===== src/rtl/usb_ep_fifo.sv =====
// usb_ep_fifo: byte FIFO for one USB endpoint. OUT bytes are appended; IN packets of
// up to MAX_PKT bytes are read first-word-fall-through and replayed if the IN aborts.
//   state | meaning
//   IDLE  | no packet open; txcork reports an empty FIFO
//   SEND  | packet latched, txval high while bytes remain
//   DONE  | packet fully popped, waiting for txact to drop
module usb_ep_fifo #(
  parameter int DEPTH   = 64,
  parameter int EP_NUM  = 1,
  parameter int MAX_PKT = 64
) (
  input  logic                   clk,
  input  logic                   rst,
  input  logic [3:0]             endpt,
  input  logic                   rxact,
  input  logic                   rxval,
  input  logic [7:0]             rxdat,
  output logic                   rxrdy,
  input  logic                   txact,
  input  logic                   txpop,
  output logic                   txval,
  output logic                   txcork,
  output logic [7:0]             txdat,
  output logic [11:0]            txdat_len,
  output logic [$clog2(DEPTH):0] count
);
  localparam int AW = $clog2(DEPTH);
  localparam int CW = AW + 1;
  localparam int LW = (CW > 12) ? CW : 12;

  typedef enum logic [1:0] {IDLE, SEND, DONE} tx_state_e;

  tx_state_e     state_q, state_d;
  logic [AW-1:0] wr_ptr_q, wr_ptr_d;
  logic [AW-1:0] rd_ptr_q, rd_ptr_d;
  logic [AW-1:0] rd_save_q, rd_save_d;
  logic [CW-1:0] count_q, count_d;
  logic [LW-1:0] remain_q, remain_d;
  logic [LW-1:0] len_q, len_d;
  logic          txcork_q, txcork_d;
  logic [7:0]    mem [DEPTH];

  logic          sel, tx_on, wr_en, pop, full;
  logic [LW-1:0] count_ext, pkt_len;

  assign sel       = (endpt == 4'(EP_NUM));
  assign full      = (count_q == CW'(DEPTH));
  assign rxrdy     = !rst && !full;
  assign wr_en     = rxact && rxval && rxrdy && sel;
  assign tx_on     = txact && sel;
  assign txval     = (state_q == SEND) && (remain_q != '0);
  assign pop       = tx_on && txpop && txval;
  assign count_ext = LW'(count_q);
  assign pkt_len   = (count_ext > LW'(MAX_PKT)) ? LW'(MAX_PKT) : count_ext;
  assign txdat     = mem[rd_ptr_q];
  assign txdat_len = len_q[11:0];
  assign count     = count_q;
  assign txcork    = txcork_q;

  always_ff @(posedge clk) begin
    if (wr_en) mem[wr_ptr_q] <= rxdat;
  end

  always_comb begin
    state_d   = state_q;
    wr_ptr_d  = wr_ptr_q;
    rd_ptr_d  = rd_ptr_q;
    rd_save_d = rd_save_q;
    count_d   = count_q;
    remain_d  = remain_q;
    len_d     = len_q;
    unique case (state_q)
      IDLE: begin
        if (tx_on && (count_q != '0)) begin
          len_d     = pkt_len;
          remain_d  = pkt_len;
          rd_save_d = rd_ptr_q;
          state_d   = SEND;
        end
      end
      SEND: begin
        // Dropping txact mid-packet hands the popped bytes back for a full replay.
        if (!tx_on) begin
          rd_ptr_d = rd_save_q;
          count_d  = count_q + CW'(len_q - remain_q);
          remain_d = '0;
          len_d    = '0;
          state_d  = IDLE;
        end else if (pop) begin
          rd_ptr_d = rd_ptr_q + AW'(1);
          count_d  = count_q - CW'(1);
          remain_d = remain_q - LW'(1);
          if (remain_q == LW'(1)) state_d = DONE;
        end
      end
      DONE: begin
        if (!tx_on) begin
          len_d   = '0;
          state_d = IDLE;
        end
      end
      default: state_d = IDLE;
    endcase
    if (wr_en) begin
      wr_ptr_d = wr_ptr_q + AW'(1);
      count_d  = count_d + CW'(1);
    end
    txcork_d = (state_d == IDLE) && (count_d == '0);
  end

  always_ff @(posedge clk or posedge rst) begin
    if (rst) begin
      state_q   <= IDLE;
      wr_ptr_q  <= '0;
      rd_ptr_q  <= '0;
      rd_save_q <= '0;
      count_q   <= '0;
      remain_q  <= '0;
      len_q     <= '0;
      txcork_q  <= 1'b1;
    end else begin
      state_q   <= state_d;
      wr_ptr_q  <= wr_ptr_d;
      rd_ptr_q  <= rd_ptr_d;
      rd_save_q <= rd_save_d;
      count_q   <= count_d;
      remain_q  <= remain_d;
      len_q     <= len_d;
      txcork_q  <= txcork_d;
    end
  end

endmodule


===== config.mk =====
export PLATFORM = sky130hd
export DESIGN_NAME = usb_ep_fifo
export DESIGN_NICKNAME = d
export VERILOG_FILES = /design/src/rtl/usb_ep_fifo.sv
export SDC_FILE = /design/constraint.sdc
export NUM_CORES = 1
export LEC_CHECK = 0
export ABC_AREA = 1
export CAP_MARGIN = 20
export CORE_MARGIN = 1
export CORE_UTILIZATION = 45
export DETAILED_ROUTE_END_ITERATION = 6
export HOLD_SLACK_MARGIN = 0.12
export MAX_ROUTING_LAYER = met4
export PLACE_DENSITY = 0.68
export SYNTH_ARGS = -nofsm -noshare
export SYNTH_HDL_FRONTEND = slang
export SYNTH_SLANG_ARGS = --single-unit

===== constraint.sdc =====
create_clock -name clk -period 5.8 [get_ports clk]
set_input_delay 1.16 -clock clk [delete_from_list [all_inputs] [get_ports clk]]
set_output_delay 1.16 -clock clk [all_outputs]
set_load 0.01 [all_outputs]

==> key figures <==
Critical path
  • WP data arrival: 4.16 ns
  • CP max FO: between 40 and 50
  • Crit Path Category: register to output port
  • Cell depth of the worst flop-to-flop path: 10
  • Reg2reg end: mem[11][6]
  • Worst setup EP type: output port
  • FF-to-FF Start: count[0]
  • Reg2Reg Setup Slack: 2.29 ns
  • Setup crit start kind: register
  • Worst Path Required: 4.64 ns

CTS
  • CTS tree: yes
  • Root buffer cell: clkbuf_16
  • # hold bufs at CTS: 0
  • Clk sink count: 559
  • Post-CTS Setup Inserts: 0
  • Cts bufs inserted: 56
  • Worst-skew pair later-pin latency: around 0.65 ns
  • H-tree depth: 2
  • Post-CTS sizing: 0
  • Clock Path Buffers: 3
  • Clock-pin slew on the worst setup and hold paths: roughly 0.060 ns

Routing
  • Iter 0 DRT Violations: between 1.5k and 2k
  • Avg WL per Cell: between 20 and 25 um
  • Vias per cell: approximately 6
  • Max Used Layer: met4
  • Detail Route Antenna Nets: 0
  • Routed vias: ~16k
  • WL met3: 5070 um
  • Routed Wire Length: around 60000 um
  • WL met2: 28800 um
  • DRC violations left: 0
  • Drt pass-1 iters: 5
  • Wire length on met1: approximately 25000 um

Floorplan
  • Row count: between 80 and 90
  • DIE WIDTH: 232 um
  • Die area: 0.0537 mm^2
  • # IOs: 48
  • Die height: between 200 and 250 um
  • Core area: just over 0.05 mm^2
  • Starting Density: 45.9%

Cells and area
  • Share of cells above drive strength 1: between 7 and 8%
  • Multi-input gate area: between 0.006 and 0.007 mm^2
  • Synth-to-Final Area Change: 12.2%
  • Reg area: between 0.015 and 0.02 mm^2
  • # diodes: 0
  • Final Cell Area: approximately 0.027 mm^2
  • Layout Nets: 2073
  • Filler cells: between 4k and 5k

Global routing
  • Vias in the first global route: between 15k and 20k
  • Initial antenna violation count: 0
  • All-Layer GR Usage: around a quarter
  • Largest net degree at the start of global routing: between 200 and 250
  • Congestion Overflow GR: 0
  • First-pass GRT wire length: between 90000 and 100000 um

Yosys
  • Synth unique cells: 49
  • Synthesis Warnings: 0
  • Top-count cell post-synth: edfxtp_1
  • Mean Syn Cell Area: 11.7 um^2
  • Flop and latch count out of synthesis: around 560
  • Post-synth EDFFs: 512
  • Commonest cells post-synth: edfxtp_1 (512), nor2_1 (423), o21ai_0 (352), o22ai_1 (138), nand2_1 (122)
  • Mapped Cells: around 2k
  • Synth area leaders: edfxtp_1 (65%), o21ai_0 (7.4%), nor2_1 (6.7%)
  • Sequential-to-total area share from yosys stat: between 60% and 70%
  • Post-Syn Area: around 0.024 mm^2
  • Ys flop type: edfxtp_1
  • Synth top area share: about 65%
  • Leading area contributor after synthesis: edfxtp_1
  • Async SR Flop Fraction: under 10%

STA
  • Fin Clk Skew: about 0.06 ns
  • Worst-margin pin slew: 1.09 ns
  • F_max: roughly 190 MHz
  • Relative slew margins: between 20 and 30%
  • Final slew viol count: 0
  • Hold Slack: 0.496 ns
  • TNS Setup: 0 ns
  • # setup viols final: 0
  • Hold Vio Cnt, Final: 0
  • Period Utilization, post-route: between 90% and 100%
  • Setup WS post-layout: around 0.48 ns
  • RSZ-0062 raised after global routing: no
  • Min cycle time layout: 5.32 ns

Place
  • HPWL Detailed: between 30000 and 40000 um
  • Port Buffers: between 40 and 50
  • Final Wtd Congestion: 0.885
  • Post-DP Area: 0.0247 mm^2
  • Pre-CTS WS: 1.22 ns

Hold path
  • Hold crit path type: register to register
  • Hold path depth: 2
  • Hold path endpoint: rd_save_q[2]
  • Hold Path Origin: rd_save_q[2]

Power and ir drop
  • Peak supply drop: 343 uV
  • Power per cell area: 488 mW/mm^2
  • Static leakage: between 9 and 10 nW

Flow run
  • Max-Cap Viols: 0

Outcome
  • Run status: finished clean
[state kept, by name (all words and copies together), names as in the netlist]
| name | count |
|---|---|
| count | 7 |
| remain_q | 12 |
| wr_ptr_q | 6 |
| txdat_len | 7 |
| state_q | 2 |
| rd_ptr_q | 6 |
| mem | 512 |
| rd_save_q | 6 |
| txcork | 1 |
[final cells by class]
type / instances / area share [%]
clock buffers: 70 / 5.46
clock inverters: 35 / 1.48
inverters: 90 / 1.30
multi-input cells: 1251 / 23.8
flip-flops and latches: 559 / 62.1
well taps: 680 / 3.19
repair buffers: 72 / 2.65
[worst max-delay path by stage]
stage                  to  slack (ns)  depth (start not counted)        start
2_1_floorplan  mem[15][0]        2.72                         10     endpt[0]
4_1_cts          txdat[0]        0.55                          9  rd_ptr_q[1]
6_report         txdat[0]        0.48                          9  rd_ptr_q[1]
5_1_grt          txdat[0]        0.36                          9  rd_ptr_q[1]
3_5_place_dp     txdat[0]        1.22                          9  rd_ptr_q[1]
3_3_place_gp     txdat[0]        1.20                          9  rd_ptr_q[1]
[placed cells by master (no fill, tap or decap), types with 14 or more instances in the layout]
| cell type | instances |
|---|---|
| edfxtp_1 | 512 |
| clkbuf_1 | 14 |
| nor2_1 | 423 |
| dfrtp_1 | 43 |
| a21oi_1 | 16 |
| inv_1 | 76 |
| o22ai_1 | 138 |
| nand3_1 | 51 |
| o221ai_1 | 21 |
| buf_4 | 22 |
| ha_1 | 19 |
| clkbuf_16 | 56 |
| o21ai_0 | 352 |
| clkinv_1 | 17 |
| clkdlybuf4s50_1 | 34 |
| nand2_1 | 122 |
[power by group]
| group | leakage (nW) | internal, mW | switching, mW |
|---|---|---|---|
| logic | 2.95 | 1.51 | 3.11 |
| registers | 5.19 | 4.53 | 0.204 |
| clock network | 0.894 | 2.10 | 1.54 |
| total | 9.04 | 8.14 | 4.85 |
[through the flow]
stage               power, mW  utilization [%]  std cells
global placement         9.30             47.8       2649
finish                   13.0             51.5       2757
CTS                      13.0             51.4       2754
floorplan                7.75                -       2027
detailed placement       9.36             47.8       2649
global route             13.7             51.5       2757
[layer usage]
| layer | vias up | global-route usage (%) |
|---|---|---|
| met5 | - | - |
| li1 | 7340 | - |
| met1 | 8063 | 31.2 |
| met4 | 0 | 7.24 |
| met3 | 142 | 3.45 |
| met2 | 793 | 37.4 |
[worst max-delay path, cell delays in order (launching register included)]
cell	delay, ns
dfrtp_4	0.62
clkinv_2	0.52
buf_4	0.38
o21ai_0	0.13
o22ai_1	0.14
nor2_1	0.06
o32ai_1	0.72
o211ai_1	0.17
nand2_1	0.20
clkdlybuf4s50_1	0.59
[kinds of logic after synthesis]
kind of cell               count (synthesis)  share of synthesized area [%]
buffers and inverters                    217                           3.68
AOI/OAI and AO/OA                        561                           13.2
xor gates and xnor gates                  12                          0.443
DFF                                      559                           69.7
and+or+nand+nor                          648                           11.4
adders and majority gates                 25                           1.51
other                                      1                         0.0158
(Power assumes the default switching activity.)
